## config.mk

```make
export PLATFORM = sky130hd
export DESIGN_NAME = lock_supervisor
export DESIGN_NICKNAME = d
export VERILOG_FILES = /design/src/rtl/lock_supervisor.sv
export SDC_FILE = /design/constraint.sdc
export NUM_CORES = 1
export LEC_CHECK = 0
export BUFFER_PORTS_ARGS = -buffer_cell sky130_fd_sc_hd__buf_2
export CAP_MARGIN = 20
export CORE_ASPECT_RATIO = 0.5
export CORE_MARGIN = 3
export CORE_UTILIZATION = 47
export CTS_CLUSTER_DIAMETER = 120
export CTS_CLUSTER_SIZE = 30
export DETAILED_ROUTE_END_ITERATION = 6
export GPL_ROUTABILITY_DRIVEN = 0
export PLACE_DENSITY = 0.77
export SLEW_MARGIN = 25
export SYNTH_ARGS = -nofsm -noshare
export SYNTH_HDL_FRONTEND = slang
export SYNTH_SLANG_ARGS = --single-unit
```

## constraint.sdc

```tcl
create_clock -name Clock -period 4.8 [get_ports Clock]
set_input_delay 0.24 -clock Clock [delete_from_list [all_inputs] [get_ports Clock]]
set_output_delay 0.24 -clock Clock [all_outputs]
set_load 0.01 [all_outputs]
```

## src/rtl/lock_supervisor.sv

```systemverilog
// Supervisor between keypad and two-digit combination lock: edge-detects Enter, tracks results, relock/lockout timers, reprogramming.
// Latency: one cycle from sampled key press or lock result to registered outputs (LockEnter/LockDigit/LockClear/state).
// Backpressure: none; presses arriving outside ARMED (or while a lock result is being handled) are dropped, never queued.
module lock_supervisor #(
  parameter int          MAX_FAILS      = 3,
  parameter int          OPEN_CYCLES    = 500,
  parameter int          LOCKOUT_CYCLES = 1000,
  parameter int          CNT_WIDTH      = 16,
  parameter logic [3:0]  DEFAULT_D1     = 4'h2,
  parameter logic [3:0]  DEFAULT_D2     = 4'h3
) (
  input  logic       Clock,
  input  logic       Reset,
  input  logic       EnterBtn,
  input  logic [3:0] Digit,
  input  logic       Program,
  input  logic       LockOpen,
  input  logic       LockFail,
  output logic       LockEnter,
  output logic [3:0] LockDigit,
  output logic       LockClear,
  output logic [3:0] Combo1,
  output logic [3:0] Combo2,
  output logic [2:0] State,
  output logic       Unlocked,
  output logic       LockedOut,
  output logic [1:0] FailCount
);

  typedef enum logic [2:0] {
    ST_CLEAR   = 3'd0,
    ST_ARMED   = 3'd1,
    ST_OPEN    = 3'd2,
    ST_PROG1   = 3'd3,
    ST_PROG2   = 3'd4,
    ST_LOCKOUT = 3'd5
  } state_t;

  // Timer reload values are "cycles minus one" so the state is held for
  // exactly the configured number of cycles, exiting on the zero count.
  localparam logic [CNT_WIDTH-1:0] OPEN_LOAD    = CNT_WIDTH'(OPEN_CYCLES - 1);
  localparam logic [CNT_WIDTH-1:0] LOCKOUT_LOAD = CNT_WIDTH'(LOCKOUT_CYCLES - 1);
  localparam logic [1:0]           MAX_F        = 2'(MAX_FAILS);

  state_t               state_q, state_nxt;
  logic [CNT_WIDTH-1:0] timer_q, timer_nxt;
  logic [1:0]           fail_q, fail_nxt;
  logic [3:0]           staged_q, staged_nxt;
  logic [3:0]           combo1_q, combo1_nxt;
  logic [3:0]           combo2_q, combo2_nxt;
  logic                 enter_q, enter_nxt;
  logic [3:0]           digit_q, digit_nxt;
  logic                 clear_q;
  logic                 prev_q;
  logic                 press;

  // A press is the rising edge of the already-synchronized Enter level.
  // prev resets high so a button held through reset is not seen as a press.
  assign press = EnterBtn & ~prev_q;

  // Next-state, timer, failure count, programming and lock-drive decisions.
  always_comb begin
    state_nxt  = state_q;
    timer_nxt  = timer_q;
    fail_nxt   = fail_q;
    staged_nxt = staged_q;
    combo1_nxt = combo1_q;
    combo2_nxt = combo2_q;
    enter_nxt  = 1'b0;
    digit_nxt  = digit_q;
    case (state_q)
      ST_CLEAR: begin
        state_nxt = ST_ARMED;
      end
      ST_ARMED: begin
        // A lock result always wins over a simultaneous press; Fail wins over Open.
        if (LockFail) begin
          fail_nxt = fail_q + 2'd1;
          if (fail_nxt == MAX_F) begin
            state_nxt = ST_LOCKOUT;
            timer_nxt = LOCKOUT_LOAD;
          end else begin
            state_nxt = ST_CLEAR;
          end
        end else if (LockOpen) begin
          fail_nxt  = 2'd0;
          state_nxt = ST_OPEN;
          timer_nxt = OPEN_LOAD;
        end else if (press) begin
          enter_nxt = 1'b1;
          digit_nxt = Digit;
        end
      end
      ST_OPEN: begin
        // Timeout takes precedence over a press landing on the last open cycle.
        if (timer_q == '0) begin
          state_nxt = ST_CLEAR;
        end else begin
          timer_nxt = timer_q - 1'b1;
          if (press) begin
            state_nxt = Program ? ST_PROG1 : ST_CLEAR;
          end
        end
      end
      ST_PROG1: begin
        if (!Program) begin
          state_nxt = ST_CLEAR;
        end else if (press) begin
          staged_nxt = Digit;
          state_nxt  = ST_PROG2;
        end
      end
      ST_PROG2: begin
        // Both digits commit on the same edge so the lock never sees half a combination.
        if (!Program) begin
          state_nxt = ST_CLEAR;
        end else if (press) begin
          combo1_nxt = staged_q;
          combo2_nxt = Digit;
          state_nxt  = ST_CLEAR;
        end
      end
      ST_LOCKOUT: begin
        if (timer_q == '0) begin
          state_nxt = ST_CLEAR;
          fail_nxt  = 2'd0;
        end else begin
          timer_nxt = timer_q - 1'b1;
        end
      end
      default: begin
        state_nxt = ST_CLEAR;
      end
    endcase
  end

  // State and datapath registers with synchronous active-low reset.
  always_ff @(posedge Clock) begin
    if (!Reset) begin
      state_q  <= ST_CLEAR;
      timer_q  <= '0;
      fail_q   <= 2'd0;
      staged_q <= 4'd0;
      combo1_q <= DEFAULT_D1;
      combo2_q <= DEFAULT_D2;
      enter_q  <= 1'b0;
      digit_q  <= 4'd0;
      clear_q  <= 1'b0;
      prev_q   <= 1'b1;
    end else begin
      state_q  <= state_nxt;
      timer_q  <= timer_nxt;
      fail_q   <= fail_nxt;
      staged_q <= staged_nxt;
      combo1_q <= combo1_nxt;
      combo2_q <= combo2_nxt;
      enter_q  <= enter_nxt;
      digit_q  <= digit_nxt;
      // Pulse is registered from the CLEAR state, so it lands in the cycle
      // after CLEAR and never asserts while reset is held.
      clear_q  <= (state_q == ST_CLEAR);
      prev_q   <= EnterBtn;
    end
  end

  assign LockEnter = enter_q;
  assign LockDigit = digit_q;
  assign LockClear = clear_q;
  assign Combo1    = combo1_q;
  assign Combo2    = combo2_q;
  assign State     = state_q;
  assign Unlocked  = (state_q == ST_OPEN);
  assign LockedOut = (state_q == ST_LOCKOUT);
  assign FailCount = fail_q;

endmodule

```

# ---- After elaboration in Yosys (flattened, before gate mapping)
# Cells that the tools add are included.
dict set report word_totals {
  output_inout_bits 21
  inputBits 10
  reg_bits 40
}
dict set report op_classes {
  muxes 22
  bitwise_logic 6
  add_sub_neg 2
  reduce_logical 12
  n_eq_ne 13
}
# op n
set ops {}
lappend ops {{two-way mux 16 bit} 4}
lappend ops {{case mux 16 bit (2 select lines)} 1}
lappend ops {{two-way mux 3 bit} 10}
lappend ops {{case mux 3 bit (6 select lines)} 1}
lappend ops {{zero test 16 bit} 1}
lappend ops {{subtractor 16 x 1 -> 16 bit, second input constant} 1}
lappend ops {{!= test 3 bit, second input constant} 4}
lappend ops {{AND reduction 3 bit} 3}
lappend ops {{two-way mux 2 bit} 4}
lappend ops {{AND reduction 4 bit} 2}
lappend ops {{== test 3 x 2 -> 1 bit, second input constant} 2}
lappend ops {{== test 3 bit, second input constant} 2}
lappend ops {{inverter 1 bit} 5}
lappend ops {{AND reduction 5 bit} 1}
lappend ops {{case mux 2 bit (2 select lines)} 1}
lappend ops {{nonzero test 2 bit} 2}
lappend ops {{OR reduction 4 bit} 1}
lappend ops {{== test 3 x 1 -> 1 bit, second input constant} 1}
lappend ops {{zero test 3 bit} 1}
lappend ops {{!= test 3 x 1 -> 1 bit, second input constant} 1}
lappend ops {{adder 2 x 1 -> 2 bit, second input constant} 1}
lappend ops {{== test 2 bit, second input constant} 1}
lappend ops {{!= test 2 x 1 -> 1 bit, second input constant} 1}
lappend ops {{!= test 2 bit, second input constant} 1}
lappend ops {{other kinds (3)} 3}

# ---- Logic depth before layout (Yosys ltp)
# Gate-level depths: netlist of run 1.
dict set report logic_depth {
  word_depth 5
  ltp_mapped 8
}

# ---- Worst setup path before layout of run 1
# No wires, ideal clock.
dict set report synth_path {
  path_kind {register to register}
  from {register timer_q[10]}
  to {register timer_q[5]}
  arrival_time_ps 2098
  setup_time_ps 120
  synth_period_minus_slack_ps 2218
  stages_incl_launch_ff 7
  path_slack_ps 2582
  path_buffers 1
  cell_sequence {dfxtp_1 -> or4_4 -> or4_4 -> o22ai_4 -> buf_6 -> nor3_2 -> o31a_1}
}
dict set report synth_between {
  elab_chain_len 3
}
# element line
set synth_lines {}
lappend synth_lines {{start, declared} 46} ;# logic [CNT_WIDTH-1:0] timer_q, timer_nxt;
lappend synth_lines {{start signal, assigned} 152} ;# timer_q <= timer_nxt;
lappend synth_lines {{zero test 16 bit} {96, 124}}
lappend synth_lines {{!= test 2 bit (no line)} -}
lappend synth_lines {{AND reduction 4 bit (no line)} -}
# No other way between the ends.
# A chain may end at the register's enable or synchronous reset.

# ---- Worst setup path in the final report of run 1
dict set report layout_path {
  from {register state_q[1], in the netlist State[1]}
  to {register timer_q[14]}
}
dict set report layout_between {
  elab_chain_len 4
  word_cells_on_any_way 10
}
# element line
set layout_lines {}
lappend layout_lines {{start, declared} 45} ;# state_t state_q, state_nxt;
lappend layout_lines {{start signal, assigned} 151} ;# state_q <= state_nxt;
lappend layout_lines {{== test 3 x 2 -> 1 bit or == test 3 bit (tied branches)} 71} ;# case (state_q)
lappend layout_lines {{OR reduction 2 bit (no line)} -}
lappend layout_lines {{!= test 2 bit (no line) or nonzero test 2 bit (tied branches)} -}
lappend layout_lines {{AND reduction 4 bit (no line)} -}
# Parallel ways exist; a longest one is shown, timed or not.

==> results of run 1 <==
[flip-flops by register name (all words and copies together) (netlist names)]
register and cells:
Combo1 4, Combo2 4, FailCount 2, LockClear 1
LockDigit 4, LockEnter 1, State 3, prev_q 1
staged_q 4, timer_q 16
[metrics by stage]
step	total power [mW]	setup slack, ps	cells	hold WS [ps]
2_1_floorplan	1.13	2580	230	341
3_3_place_gp	1.25	2430	300	449
3_5_place_dp	1.28	2320	300	453
4_1_cts	1.56	2300	308	142
5_1_grt	1.68	2190	308	141
6_report	1.57	2280	308	141
[worst max-delay path, stage by stage (launching register included)]
cell and delay, ps:
dfxtp_1 520, or2b_2 380, o21ai_1 490, o22ai_4 250, or4_2 650, a21oi_1 150
[area by class of cell]
cell class,count,share of cell area (%)
clock inverters,3,2.01
inverters,8,1.30
clock buffers,5,2.99
multi-input cells,168,49.5
flip-flops and latches,40,34.8
well taps,54,2.93
repair buffers,30,6.52
[Yosys cell counts, types with 3 or more instances]
cell type	n	area share (%)
o31a_1	3	1.3
o21ai_0	8	1.9
nand4_1	3	0.91
dfxtp_1	40	39
or4_1	3	1.1
clkbuf_1	8	1.5
o21a_1	3	1.1
nand2b_1	4	1.2
inv_1	8	1.5
o31ai_1	4	1.5
a21oi_1	13	3.2
nor3_1	8	1.9
nand2_1	15	2.7
or3_1	5	1.5
ha_1	3	1.8
nor2_1	28	5.1
nor4_1	6	1.8
mux2i_1	22	11
[metal layers]
metal | GRT usage (%) | vias up
met3 | 5.05 | 11
met5 | 0 | -
met4 | 7.03 | 0
met2 | 29.0 | 49
li1 | - | 881
met1 | 22.9 | 826
[power by group]
part | switching [mW] | internal (mW)
sequential | 0.0927 | 0.400
combinational | 0.468 | 0.326
clock | 0.127 | 0.157
[worst max path at each step]
stage           startpoint          end  slack [ps]
5_1_grt           State[0]  timer_q[14]        2190
3_3_place_gp      State[1]  timer_q[14]        2430
2_1_floorplan  timer_q[10]   timer_q[5]        2580
4_1_cts           State[1]  timer_q[14]        2300
6_report          State[1]  timer_q[14]        2280
3_5_place_dp      State[1]  timer_q[14]        2320
[kinds of logic (layout without fill, tap and decap cells)]
group | count (synthesis) | in the layout
buffers and inverters | 22 | 46
XOR/XNOR | 2 | 2
multiplexers | 22 | 22
flip-flops | 40 | 40
AND/OR/NAND/NOR | 91 | 91
adder cells (fa/ha/maj) | 3 | 3
AO/OA/AOI/OAI | 50 | 50
==> impl_metrics.toml, run 1 <==
[synthesis]
synth_edf_count = 0
synth_flop_cell = "dfxtp_1"
synth_top_family_by_area = "simple AND/OR/NAND/NOR gates"
synthAdderAreaFrac_pct = 1.82
synth-seq-area-share_pct = 38.9
synthMuxAreaShare_pct = 10.7
synthArstFlopShare_pct = 0
synth_simple_gate_area_share_pct = 24.2
syn-mean-instance-area_um2 = 8.94
synth-compound-area-share_pct = 17.8
synth_nets = 243
syn-cell-area_um2 = 2060
yosysUniqueCellTypes = 52
synth_seq_cells = 40
synth_xor_area_share_pct = 0.852
ys_warn_count = 0
synthCells = 230

[floorplan]
die_w_um = 99.6
fp-row-count = 16
die_area_um2 = 5250
pin_count = 31
die_h_um = 52.8
initial_core_util_pct = 50.9
core_area_um2 = 4040

[final_layout]
syn_to_final_growth_pct = 12.0
multi_input_comb_area_um2 = 1140
fin_nets = 266
final_cell_area_um2 = 2300
layout_common_cells = "dfxtp_1 (40), buf_2 (30), nor2_1 (28), mux2i_1 (22), nand2_1 (15)"
drive_gt1_share_pct = 22.8
mostFrequentLayoutCell = "dfxtp_1"
antenna_cells = 0
fillCellCount = 351
utilization_pct = 57.0
seqCellArea_um2 = 801

[clock_network]
clockRootBuffer = "clkbuf_8"
cts_tree = "yes"
path_clk_slew_ps = 80
ctsHtreeMaxLevel = 2
postCtsHoldBufs = 0
clk_latency_ps = 300
post_cts_buffers = 0
clk_path_buf_depth = 2
clock_sinks = 40
ctsResizeCount = 0
cts_buffers = 5

[sta]
finalSetupViolations = 0
fin_crit_sh_pct = 52.4
fin_worst_skew_ps = 2.80
rsz0062_at_grt = "false"
post-route-min-period_ps = 2520
finalHoldViolCount = 0
max-slew-margin-rel_pct = 47.0
final_max_slew_viol_count = 0
fmax_ghz = 0.397
worstMarginPinSlew_ps = 789
setup-tns-final_ps = 0

[grt]
antenna_found_initial = 0
track_usage_pct = 17.9
grt_pass1_wl_um = 7400
gr-total-overflow = 0
grt_pass1_vias = 1589
grt_max_degree = 21

[worst_setup_path]
worst-setup-path-type = "flip-flop to flip-flop"
cp_max_fo = 17
critical_path_arrival_ps = 2750
r2r-end = "timer_q[14]"
crit_path_start_kind = "flip-flop"
critPathCaptureType = "flip-flop"
rr_worst_depth = 5
r2r_start = "State[1]"
rrSetupSlack_ps = 2280
cp.required_ps = 5030

[placed_design]
place_area_um2 = 2190
dp_hpwl_um = 3160
port_buffers = 30

[route]
top_layer_used = "met4"
dr.pass1.iters = 4
vias = 1767
route.met2.wl_um = 1960
met1_length_um = 2110
wl_per_cell_um = 14.3
first_iter_violations = 107
drt.antenna.violating_nets = 0
drc_errors = 0
drt-total-wl_um = 4410
via_per_inst = 5.74
wl_met3_um = 250

[status]
outcome = "finished, final reports clean"

[job]
drv_cap = 0

[worst_hold_path]
hold_class = "input port to flip-flop"
min_from = "EnterBtn"
holdPathEnd = "prev_q"
holdPathStages = 2

[power_and_ir_drop]
p_leak_nw = 0.992
irDropWorstVdd_uv = 241
powerDensity_nw_per_um2 = 682
No activity file was read; power rests on OpenSTA's default activity.
==> run 2, diff against run 1 <==
Settings changed: ABC_AREA set to 1, PLACE_DENSITY 0.77 to 0.76.
Clock period 4.8 ns to 2.4 ns, I/O delays scaled along.
==> impl_metrics.toml, run 2 <==
[final_layout]
final_cells = 427
fillCellCount = 395
mostFrequentLayoutCell = "nor2_1"
multi_input_comb_area_um2 = 1240
seqCellArea_um2 = 801
syn_to_final_growth_pct = 13.3
layout_common_cells = "nor2_1 (85), nand2_1 (74), dfxtp_1 (40), inv_1 (31), buf_2 (30)"
drive_gt1_share_pct = 18.8
largest_register_ffs = 16
antenna_cells = 0
largest-register = "timer_q"
fin_nets = 385

[floorplan]
die_area_um2 = 5640
core_area_um2 = 4200
fp-row-count = 16
pin_count = 31
die_h_um = 54.6
initial_core_util_pct = 52.8
die_w_um = 103

[clock_network]
cts_buffers = 5
path_clk_slew_ps = 90
clk_latency_ps = 300
clockRootBuffer = "clkbuf_8"
clk_path_buf_depth = 2
ctsHtreeMaxLevel = 2
cts_tree = "yes"
post_cts_buffers = 0
clock_sinks = 40

[route]
first_iter_violations = 115
via_per_inst = 5.17
drt-total-wl_um = 5170
drt.antenna.violating_nets = 0
dr.pass1.iters = 5
vias = 2208
drc_errors = 0
wl_per_cell_um = 12.1

[synthesis]
synth_area_leaders = "dfxtp_1 (36%), nor2_1 (14%), nand2_1 (13%)"
synthCells = 340
yosysTopAreaCell = "dfxtp_1"
ys_warn_count = 0
synthArstFlopShare_pct = 0
synth_flop_cell = "dfxtp_1"
post-synth-top-count-cell = "nor2_1"
syn-cell-area_um2 = 2220
synth_seq_cells = 40
synth-seq-area-share_pct = 36.1
synth_nets = 353
synth_edf_count = 0
synth_top_area_share_pct = 36.1
syn-mean-instance-area_um2 = 6.53
yosysUniqueCellTypes = 34
ys_top_cells_by_count = "nor2_1 (85), nand2_1 (74), dfxtp_1 (40)"

[worst_setup_path]
crit_path_start_kind = "flip-flop"
cp_max_fo = 13
endpoint = "timer_q[2]"
critical_path_arrival_ps = 2040
r2r-end = "timer_q[2]"
rrSetupSlack_ps = 570
cp.required_ps = 2600
crit_start = "State[0]"
rr_worst_depth = 9
critPathCaptureType = "flip-flop"
r2r_start = "State[0]"
worst-setup-path-type = "flip-flop to flip-flop"

[sta]
setup-tns-final_ps = 0
fin_hold_ws_ps = 46.8
fin_crit_sh_pct = 76.4
max-slew-margin-rel_pct = 58.0
post-route-min-period_ps = 1830
fin_worst_skew_ps = 5.70
finalSetupViolations = 0
rsz0062_at_grt = "false"
finalHoldViolCount = 0
timing.final.ws_setup_ps = 567
fmax_ghz = 0.546
worstMarginPinSlew_ps = 629
final_max_slew_viol_count = 0

[grt]
gr-total-overflow = 0
antenna_found_initial = 0
track_usage_pct = 19.6
grt_pass1_wl_um = 8490
grt_pass1_vias = 1895
grt_max_degree = 26

[worst_hold_path]
hold_class = "input port to flip-flop"
min_from = "Digit[1]"

[power_and_ir_drop]
irDropWorstVdd_uv = 664
totalPowerFinal_mw = 3.29
powerDensity_nw_per_um2 = 1310
p_leak_nw = 1.21

[placed_design]
dp_hpwl_um = 3810
port_buffers = 30
preCtsSetupSlack_ps = 610
dp_cells = 418

[job]
drv_cap = 0

[status]
outcome = "finished, final reports clean"
==> run 2: cell types whose count changed in the layout (fill, tap and decap cells not counted), sizes merged, moves of 4 or more <==
cell    delta
inv       +27
mux2i     -22
or4        -7
nor2      +62
o31a       -5
nor3       -6
nand2b     -4
o21ai     +14
nand2     +71
nor4       -6
nand3     +27
or3        -6
o31ai      -4
==> run 2: area by class of cell <==
type                       count  area share (%)
inverter                      35            5.32
multi-input combinational    259            49.2
sequential                    40            31.8
clock buffer                   5            2.73
timing repair buffer          31            6.37
clock inverter                 3            1.84
tap                           54            2.69
==> run 2: critical path, stage by stage, from the launching register on <==
cell     delay [ps]
dfxtp_1         440
inv_2           100
nor2_4          190
nand3_2         130
a21oi_4         270
nand2_4         180
inv_4           190
nand2_1          90
nor2_1          100
nor2_1           50
==> run 2: worst min-delay path by stage <==
stage,end,cells after the start
after floorplan,prev_q,2
after global placement,prev_q,3
after detailed placement,prev_q,3
after CTS,Combo2[1],3
after global routing,Combo2[1],3
final,Combo2[1],3
==> run 2: cells by family after synthesis <==
logic type                 Yosys count  synth area share [%]
and+or+nand+nor                    212                  41.8
AOI/OAI and AO/OA                   42                  11.5
buffers and inverters               41                  8.17
DFF                                 40                  36.1
adders and majority gates            3                  1.69
xor gates and xnor gates             2                 0.789
==> run 2: what timing repair did <==
item,in CTS,in global routing
hold endpoints to repair,1,0
hold buffers,1,0
resized for setup,0,0
==> run 2: per-stage QoR <==
stage,util [%],instance area [um2]
finish,59.9,2520
global route,59.9,2520
CTS,59.9,2520
detailed placement,56.9,2390
global placement,56.9,2390
floorplan,-,2220
==> run 2: where the power goes <==
| group | switching (mW) | internal (mW) | total (mW) | leakage, nW |
|---|---|---|---|---|
| Clock | 0.268 | 0.313 | 0.582 | 0.0548 |
| Combinational | 1.19 | 0.579 | 1.77 | 0.828 |
| Sequential | 0.144 | 0.790 | 0.934 | 0.326 |
==> run 2: per-layer routing <==
layer	routed length, um	part of all wire (%)	global-route usage [%]
met5	0	0	0
met4	82	1.6	6.88
met3	426	8.2	5.09
met2	2250	44	32.0
met1	2410	47	25.6
